`config.mk`:
```
export PLATFORM = sky130hd
export DESIGN_NAME = inst_buffer
export DESIGN_NICKNAME = d
export VERILOG_FILES = /design/src/rtl/inst_buffer_pkg.sv /design/src/rtl/ib_fifo2w1r.sv /design/src/rtl/inst_buffer.sv
export SDC_FILE = /design/constraint.sdc
export NUM_CORES = 1
export LEC_CHECK = 0
export BUFFER_PORTS_ARGS = -buffer_cell sky130_fd_sc_hd__buf_2
export CAP_MARGIN = 25
export CORE_MARGIN = 1
export CORE_UTILIZATION = 30
export DETAILED_ROUTE_END_ITERATION = 10
export HOLD_SLACK_MARGIN = 0.12
export PLACE_DENSITY = 0.49
export SLEW_MARGIN = 15
export SYNTH_ARGS = -nofsm -noshare
export SYNTH_HDL_FRONTEND = slang
export SYNTH_SLANG_ARGS = --single-unit
```
`constraint.sdc`:
```
create_clock -name clk -period 8.4 [get_ports clk]
set_input_delay 0 -clock clk [delete_from_list [all_inputs] [get_ports clk]]
set_output_delay 0 -clock clk [all_outputs]
set_load 0.02 [all_outputs]
```
`src/rtl/inst_buffer_pkg.sv`:
```
// Shared widths, stall encodings and bus layouts for the IF->IB->ID instruction buffer.
package inst_buffer_pkg;

    localparam int IF_TO_IB_WD = 66;
    localparam int IB_TO_ID_WD = 65;
    localparam int STALLBUS_WD = 6;
    localparam int IB_DEPTH    = 8;

    localparam logic STOP    = 1'b1;
    localparam logic NO_STOP = 1'b0;

    typedef struct packed {
        logic        discard;
        logic        ce;
        logic [31:0] pc_idef;
        logic [31:0] pc_fetch;
    } if_to_ib_t;

    typedef struct packed {
        logic [31:0] pc;
        logic [31:0] inst;
    } ib_entry_t;

    typedef struct packed {
        logic      valid;
        ib_entry_t entry;
    } ib_to_id_t;

    typedef struct packed {
        logic        v;
        logic        disc;
        logic [31:0] idef;
        logic [31:0] pc;
    } resp_t;

endpackage

```
`src/rtl/ib_fifo2w1r.sv`:
```
// Circular instruction store: up to two writes and one read per cycle, with registered
// occupancy and free-entry counts. Writes beyond capacity are dropped.
module ib_fifo2w1r
    import inst_buffer_pkg::*;
#(
    parameter  int DEPTH = IB_DEPTH,
    localparam int PW    = $clog2(DEPTH),
    localparam int CW    = PW + 1
) (
    input  logic            clk,
    input  logic            resetn,
    input  logic            flush,
    input  logic [1:0]      wr_cnt,
    input  ib_entry_t       wr_data0,
    input  ib_entry_t       wr_data1,
    input  logic            rd_en,
    output ib_entry_t       rd_data,
    output logic [CW-1:0]   count,
    output logic [CW-1:0]   free
);

    ib_entry_t         mem_q [DEPTH];
    logic [PW-1:0]     wptr_q, wptr_d, rptr_q, rptr_d, wptr_p1;
    logic [CW-1:0]     count_q, count_d, free_q, free_d, space;
    logic [1:0]        n_acc;

    // NOTE: every signal written here gets a default first so no latch can be inferred.
    always_comb begin
        space   = CW'(DEPTH) - count_q + CW'(rd_en);
        n_acc   = wr_cnt;
        if (CW'(wr_cnt) > space) begin
            n_acc = space[1:0];
        end
        wptr_p1 = wptr_q + PW'(1);
        wptr_d  = wptr_q + PW'(n_acc);
        rptr_d  = rptr_q + PW'(rd_en);
        count_d = count_q + CW'(n_acc) - CW'(rd_en);
        if (flush) begin
            wptr_d  = '0;
            rptr_d  = '0;
            count_d = '0;
        end
        free_d = CW'(DEPTH) - count_d;
    end

    // NOTE: state registers use non-blocking assignments so all flops update together.
    always_ff @(posedge clk or negedge resetn) begin
        if (!resetn) begin
            wptr_q  <= '0;
            rptr_q  <= '0;
            count_q <= '0;
            free_q  <= CW'(DEPTH);
        end else begin
            wptr_q  <= wptr_d;
            rptr_q  <= rptr_d;
            count_q <= count_d;
            free_q  <= free_d;
        end
    end

    // NOTE: storage is not reset; count_q alone decides which entries are meaningful.
    always_ff @(posedge clk) begin
        if (!flush) begin
            if (n_acc != 2'd0) mem_q[wptr_q]  <= wr_data0;
            if (n_acc == 2'd2) mem_q[wptr_p1] <= wr_data1;
        end
    end

`ifndef SYNTHESIS
    always_ff @(posedge clk) begin
        if (resetn && !flush) begin
            assert (CW'(wr_cnt) <= space);
        end
    end
`endif

    assign rd_data = mem_q[rptr_q];
    assign count   = count_q;
    assign free    = free_q;

endmodule

```
`src/rtl/inst_buffer.sv`:
```
// IF->IB receiver: aligns fetch descriptors with SRAM data, unpacks pairs into a FIFO and
// issues one instruction per cycle to ID. Optional same-cycle bypass with IB_BYPASS_EN.
module inst_buffer
    import inst_buffer_pkg::*;
#(
    parameter int DEPTH      = IB_DEPTH,
    parameter int STALL_FREE = 4
) (
    input  logic                   clk,
    input  logic                   resetn,
    input  logic [STALLBUS_WD-1:0] stall,
    input  logic                   flush,
    input  logic [IF_TO_IB_WD-1:0] if_to_ib_bus,
    input  logic [63:0]            inst_sram_rdata,
    output logic [IB_TO_ID_WD-1:0] ib_to_id_bus,
    output logic                   stallreq_ib
);

    localparam int CW = $clog2(DEPTH) + 1;

    if_to_ib_t     fetch;
    resp_t         resp_q, resp_d;
    ib_entry_t     lo_entry, hi_entry, wr0, wr1, fifo_wr0, head;
    ib_to_id_t     out;
    logic          hold, pair_ok, lo_en, fifo_rd;
    logic [1:0]    wr_cnt, fifo_wr_cnt;
    logic [CW-1:0] fifo_count, fifo_free;
    logic          unused_bits;

    assign fetch = if_to_ib_t'(if_to_ib_bus);

    always_comb begin
        resp_d.v    = fetch.ce & ~flush;
        resp_d.disc = fetch.discard;
        resp_d.idef = fetch.pc_idef;
        resp_d.pc   = fetch.pc_fetch;
    end

    always_ff @(posedge clk or negedge resetn) begin
        if (!resetn) begin
            resp_q <= '0;
        end else begin
            resp_q <= resp_d;
        end
    end

    // The SRAM data for resp_q arrives this cycle; lo is dropped when entry was the odd word.
    always_comb begin
        hold          = (stall[1] == STOP);
        lo_entry.pc   = resp_q.pc;
        lo_entry.inst = inst_sram_rdata[31:0];
        hi_entry.pc   = resp_q.pc + 32'd4;
        hi_entry.inst = inst_sram_rdata[63:32];
        pair_ok       = resp_q.v & ~resp_q.disc & ~flush;
        lo_en         = pair_ok & ~resp_q.idef[2];
        wr_cnt        = {1'b0, lo_en} + {1'b0, pair_ok};
        wr0           = lo_en ? lo_entry : hi_entry;
        wr1           = hi_entry;

        out.valid     = (fifo_count != '0);
        out.entry     = head;
        fifo_rd       = out.valid & ~hold;
        fifo_wr_cnt   = wr_cnt;
        fifo_wr0      = wr0;
`ifdef IB_BYPASS_EN
        if (!out.valid && wr_cnt != 2'd0) begin
            out.valid = 1'b1;
            out.entry = wr0;
            if (!hold) begin
                fifo_wr_cnt = wr_cnt - 2'd1;
                fifo_wr0    = wr1;
            end
        end
`endif
    end

    ib_fifo2w1r #(.DEPTH(DEPTH)) u_fifo (
        .clk      (clk),
        .resetn   (resetn),
        .flush    (flush),
        .wr_cnt   (fifo_wr_cnt),
        .wr_data0 (fifo_wr0),
        .wr_data1 (wr1),
        .rd_en    (fifo_rd),
        .rd_data  (head),
        .count    (fifo_count),
        .free     (fifo_free)
    );

    assign ib_to_id_bus = out;
    assign stallreq_ib  = (fifo_free < CW'(STALL_FREE));

    assign unused_bits = ^{stall[STALLBUS_WD-1:2], stall[0],
                           resp_q.idef[31:3], resp_q.idef[1:0]};

endmodule

```
==> flow_summary.json, run 1 <==
{
  "status": "completed",
  "p_int_uw": 5780,
  "critPathKind": "register to register",
  "grt_overflow": 0,
  "cts_buffer_depth": 3,
  "worstSetupStartpointType": "register",
  "worstPathArrival_ns": 5.90,
  "via_per_inst": 5.09,
  "wirelength_um": 86200,
  "synth_async_sr_flop_share": 0.0841,
  "nets": 2332,
  "synth-edff-count": 512,
  "synthCells": 1852,
  "boundaryPins": 205,
  "die_h_um": 309,
  "worstSetupEndpointType": "register",
  "drt_iter0_markers": 1239,
  "clkPwrFrac": 0.339,
  "ys.flop_type": "edfxtp_1",
  "cts_hold_buf": 169,
  "yosysUniqueCellTypes": 55,
  "synth_top_area_share": 0.544,
  "finalSetupViolations": 0,
  "synth_warnings": 0,
  "wire_per_inst_um": 24.8,
  "hold_path.class": "primary input to register",
  "slew_violations": 0,
  "vias": 17700,
  "layout_commonest_cell": "edfxtp_1",
  "cts.htree.levels": 3,
  "maxCapViolations": 0,
  "hpwl_um": 48100,
  "syn-mean-instance-area_sq_um": 15.2,
  "fmax_mhz": 181,
  "ys_seq_elements": 559,
  "grt_usage": 0.180,
  "synthToLayoutAreaGrowth_pct": 21.9,
  "switching_share": 0.308,
  "p_seq_frac": 0.393,
  "ys_seq_area_frac": 0.586,
  "final-hold-violation-count": 0,
  "drive_above_1_share": 0.361,
  "final_cell_mix": "512 x edfxtp_1, 328 x mux2_2, 169 x dlygate4sd3_1, 169 x buf_2, 144 x a21oi_1",
  "initial_utilization": 0.303,
  "synthTopCellsByArea": "edfxtp_1 54%, mux2_2 13%, mux4_2 10%",
  "layout_min_cycle_time_ns": 5.54,
  "rows": 112,
  "cts_setup_buffers": 0,
  "first_pass_iters": 5,
  "finalSetupTns_ns": 0,
  "clock_latency_ns": 0.62,
  "dieArea_sq_um": 95400,
  "required_ns": 8.76,
  "whs_path_depth": 2,
  "root_buffer": "clkbuf_16",
  "critPathSlowestCell": "nor2_4",
  "path_common_cell": "ha_1",
  "ir_worst_vdd_v": 0.000196,
  "synth_top_area_cell": "edfxtp_1",
  "synthesis.area_sq_um": 28200,
  "fin_cells": 3483,
  "cts_sinks": 559,
  "place.gp.congestion": 0.757,
  "worstMarginPinSlew_ns": 1.09,
  "core-area_sq_um": 93300,
  "rr_worst_depth": 17,
  "first_global_vias": 18700,
  "cpPeakStageDelay_ns": 0.76,
  "cts_tree": "yes",
  "p_comb_frac": 0.268,
  "max-slew-margin-rel": 0.272,
  "power_density_nw_per_um2": 243,
  "clkTransAtPathRegs_ns": 0.06,
  "grt_max_degree": 72,
  "worstPathMaxFanout": 24,
  "rsz0062_at_grt": "no",
  "worstPathCellList": "inv_1 > ha_1 > nand3_1 > nand2b_1 > ha_1 > inv_1 > ha_1 > inv_1 > ha_1 > nor2b_1 > o2111a_1 > a21oi_1 > buf_4 > nor2_4 > buf_4 > mux2_2 > dlygate4sd3_1",
  "syn_nets": 2008,
  "postCtsResizedCells": 0,
  "switchingPower_uw": 2580,
  "drcViolationCount": 0,
  "placed_cells": 3186,
  "grt_first_pass_wirelength_um": 125000,
  "fin_skew_ns": 0.0245,
  "cts_buffers": 69,
  "drtAntennaViolNets": 0,
  "die_x_um": 309,
  "fin_crit_sh": 0.659,
  "portBuffers": 168,
  "leakagePower_uw": 0.0112,
  "antenna_found_initial": 4
}
[cells in the mapped netlist, types with 4 or more instances]
cell      number
nand4_1       13
o32ai_1        4
mux4_2       128
o221ai_1       8
a21o_1         9
edfxtp_1     512
inv_1         21
clkbuf_1      54
mux2_2       328
buf_1         22
buf_4         10
o21ai_0      121
nor2b_1       11
o22ai_1        4
nand3_1       16
xor2_1        52
nand2_1       67
nor3_1        12
or3_1          5
ha_1          15
nor2_1        29
nor2_2         8
a21oi_1      144
dfrtp_1       46
xnor2_1       65
buf_2         32
o211ai_1      33
mux2i_1       12
and2_1         9
buf_6         19
[power groups by stage]
stage | clock [uW] | combinational [uW] | sequential [uW]
floorplan | 0 | 1490 | 3290
finish | 2830 | 2240 | 3280
global placement | 0 | 2180 | 3340
global route | 3010 | 2410 | 3300
CTS | 2920 | 2270 | 3290
detailed placement | 0 | 2190 | 3340
[cell families after synthesis]
kind of cell / Yosys count / synth area share
AO/OA/AOI/OAI: 338 / 0.0674
AND/OR/NAND/NOR: 195 / 0.0362
XOR/XNOR: 117 / 0.0363
adder cells (fa/ha/maj): 17 / 0.00806
multiplexers: 468 / 0.237
buffers and inverters: 158 / 0.0288
flip-flops: 559 / 0.586
[critical path, delay by kind of cell (launching register included)]
| family | cells | cell delay [ns] |
|---|---|---|
| multiplexers | 1 | 0.39 |
| buffers and inverters | 6 | 1.59 |
| flip-flops | 1 | 0.41 |
| adder cells (fa/ha/maj) | 4 | 0.93 |
| AO/OA/AOI/OAI | 2 | 0.82 |
| AND/OR/NAND/NOR | 4 | 1.12 |
[stage by stage]
stage	area [sq um]	power (uW)	hold WS, ns	setup slack [ns]	util
3_3_place_gp	30500	5520	0.109	3.42	0.327
6_report	34400	8360	0.187	2.86	0.369
4_1_cts	34300	8470	0.155	2.86	0.368
5_1_grt	34400	8710	0.169	2.59	0.369
3_5_place_dp	30500	5540	0.109	3.41	0.327
2_1_floorplan	28200	4780	-0.296	0.394	-
[registers in the layout (all words and copies together) (netlist names)]
register,flops
u_fifo.rptr_q,3
u_fifo.mem_q,512
u_fifo.count,4
resp_q,3
u_fifo.wptr_q,3
lo_entry,32
u_fifo.free,2
[final timing paths]
kind	startpoint	endpoint	slack (ns)
min	if_to_ib_bus[25]	lo_entry[57]$_DFF_PN0_	0.19
max reg2reg	u_fifo.count[2]$_DFF_PN0_	u_fifo.mem_q[1][2]$_DFFE_PP_	2.86
max in group asynchronous	resetn	u_fifo.rptr_q[0]$_DFF_PN0_	7.20
max	u_fifo.count[2]$_DFF_PN0_	u_fifo.mem_q[1][2]$_DFFE_PP_	2.86
min reg2reg	lo_entry[33]$_DFF_PN0_	u_fifo.mem_q[4][33]$_DFFE_PP_	0.60
min in group asynchronous	resetn	lo_entry[62]$_DFF_PN0_	0.60
[metal layers]
layer,GRT usage,wire [um]
met1,0.233,37200
met2,0.314,43300
met3,0.0284,3800
met4,0.0472,1900
met5,0,0
[cell type report]
cell class                 count  area, sq um
antenna                        2         5.00
clock buffer                  94         1900
clock inverter                28          214
fill                        8945        58900
inverter                      21         78.8
multi-input combinational   1135        11000
sequential                   559        16600
tap                         1254         1570
timing repair buffer         390         3050
Power figures use the tool's default switching activity.
==> inputs of run 2 (changes only) <==
==> constraint.sdc (replaced) <==
create_clock -name clk -period 4.9 [get_ports clk]
set_input_delay 0 -clock clk [delete_from_list [all_inputs] [get_ports clk]]
set_output_delay 0 -clock clk [all_outputs]
set_load 0.02 [all_outputs]
==> run 2 against run 1 <==
Effect of this change: cell area up 0.94%; global-route usage up 0.19 points; routed wire length up 0.68%; via count up 0.73%; clock skew up 0.0059 ns; setup slack worse by 2.6 ns; fmax up 20%; die area unchanged; first-iteration DRC count up 16%; non-clock buffer count up 3; largest cell class unchanged; largest power group unchanged.
==> flow_summary.json, run 2 (same netlist as run 1, synthesis figures left out) <==
{
  "required_ns": 5.27,
  "cts.htree.levels": 3,
  "clkTransAtPathRegs_ns": 0.06,
  "worstMarginPinSlew_ns": 0.979,
  "grt_usage": 0.182,
  "fmax_mhz": 216,
  "critPathSlowestCell": "dlygate4sd3_1",
  "max-slew-margin-rel": 0.347,
  "drt_iter0_markers": 1432,
  "place.gp.congestion": 0.770,
  "stdcell_area_sq_um": 34800,
  "nets": 2336,
  "drcViolationCount": 0,
  "drtAntennaViolNets": 0,
  "root_buffer": "clkbuf_16",
  "largest_reg_flops": 512,
  "power_density_nw_per_um2": 425,
  "clock_latency_ns": 0.63,
  "finalSetupTns_ns": 0,
  "layout_commonest_cell": "edfxtp_1",
  "grt_overflow": 0,
  "rsz0062_at_grt": "no",
  "worst_slack_ns": 0.281,
  "dpl_cell_area_sq_um": 30800,
  "drive_above_1_share": 0.370,
  "rows": 112,
  "ir_worst_vdd_v": 0.000221,
  "vias": 17900,
  "path_common_cell": "ha_1",
  "core-area_sq_um": 93300,
  "cts_buffer_depth": 3,
  "rr_worst_depth": 16,
  "maxCapViolations": 0,
  "first_global_vias": 18900,
  "grt_first_pass_wirelength_um": 126000,
  "hold_path.class": "primary input to register",
  "finalSetupViolations": 0,
  "grt_max_degree": 72,
  "largest-register": "u_fifo.mem_q",
  "leakagePower_uw": 0.0114,
  "final_cell_mix": "512 x edfxtp_1, 328 x mux2_2, 168 x buf_2",
  "antenna_found_initial": 4,
  "portBuffers": 168,
  "cts_sinks": 559,
  "slew_violations": 0,
  "first_pass_iters": 5,
  "fin_skew_ns": 0.0304,
  "initial_utilization": 0.303,
  "whs_path_depth": 3,
  "worstSetupEndpointType": "register",
  "wire_per_inst_um": 24.8,
  "wirelength_um": 86800,
  "critPathKind": "register to register",
  "via_per_inst": 5.11,
  "layout_min_cycle_time_ns": 4.62,
  "hpwl_um": 49200,
  "cts_tree": "yes",
  "cpPeakStageDelay_ns": 0.56,
  "die_x_um": 309,
  "dieArea_sq_um": 95400,
  "cts_buffers": 70,
  "status": "completed",
  "worstPathArrival_ns": 4.99,
  "die_h_um": 309,
  "num-fill-cells": 8980,
  "boundaryPins": 205,
  "worstPathMaxFanout": 37,
  "final-hold-violation-count": 0,
  "worstPathCellList": "inv_1 > ha_1 > nand3_1 > nand2b_1 > ha_1 > inv_1 > ha_1 > inv_1 > ha_1 > nor2b_1 > o2111a_2 > a21oi_4 > nor2_4 > buf_12 > mux2_2 > dlygate4sd3_1",
  "synthToLayoutAreaGrowth_pct": 23.1,
  "pre_cts_ws_ns": 0.555,
  "worstSetupStartpointType": "register",
  "fin_crit_sh": 0.943
}
run 2: changes by cell type in the layout (fill, tap and decap cells not counted), moves of 2 or more:
cell,change
buf_12,+12
clkbuf_8,+3
buf_16,-2
inv_16,+2
dlygate4sd3_1,-5
clkinv_1,-5
clkinv_2,+6
bufinv_16,+4
run 2: worst paths after layout:
path	start	endpoint	slack, ns
setup / recovery	u_fifo.count[2]$_DFF_PN0_	u_fifo.mem_q[6][12]$_DFFE_PP_	0.28
hold / removal	inst_sram_rdata[7]	u_fifo.mem_q[3][7]$_DFFE_PP_	0.32
setup reg to reg	u_fifo.count[2]$_DFF_PN0_	u_fifo.mem_q[6][12]$_DFFE_PP_	0.28
hold reg to reg	lo_entry[32]$_DFF_PN0_	u_fifo.mem_q[5][32]$_DFFE_PP_	0.60
max in group asynchronous	resetn	u_fifo.rptr_q[0]$_DFF_PN0_	3.66
min in group asynchronous	resetn	lo_entry[48]$_DFF_PN0_	0.62
run 2: per-stage QoR:
step                power [uW]  std cells   util  hold WS [ns]
CTS                      15000       3492  0.372         0.285
finish                   14800       3495  0.372         0.319
global placement          9530       3197  0.330         0.108
detailed placement        9560       3198  0.330         0.109
global route             15400       3495  0.372         0.324
floorplan                 8190       1852      -        -0.296
run 2: power breakdown:
group	internal, uW	switching, uW	total, uW
clock network	3120	2120	5240
registers	5460	241	5700
logic	1650	2170	3820
run 2: repair_timing:
action,4_1_cts,5_1_grt
buffers inserted,0,0
hold buffers,164,0
hold endpoints to repair,350,0
endpoints found under the setup margin,0,26
resized for setup,0,1
run 2: worst max-delay path, delay by kind of cell (launching register included):
family / cells / cell delay [ns]
and+or+nand+nor: 4 / 0.73
buffers and inverters: 5 / 1.13
DFF: 1 / 0.41
muxes: 1 / 0.37
AOI/OAI and AO/OA: 2 / 0.69
adders and majority gates: 4 / 0.97
run 2: area by class of cell:
cell class,instances,area (sq um),share of cell area
antenna,3,7.51,0.000216
clock buffer,96,1940,0.0558
clock inverter,34,378,0.0109
inverter,21,78.8,0.00227
multi-input combinational,1135,11100,0.318
sequential,559,16600,0.477
tap,1254,1570,0.0451
timing repair buffer,393,3170,0.0912
run 2: layer usage:
metal	vias up	global-route usage	part of all wire	wire length (um)
met5	-	0	0.00015	13
met4	2	0.0589	0.031	2670
met3	160	0.0293	0.048	4200
met2	554	0.308	0.49	42300
met1	9178	0.238	0.43	37700
li1	7956	-	-	-
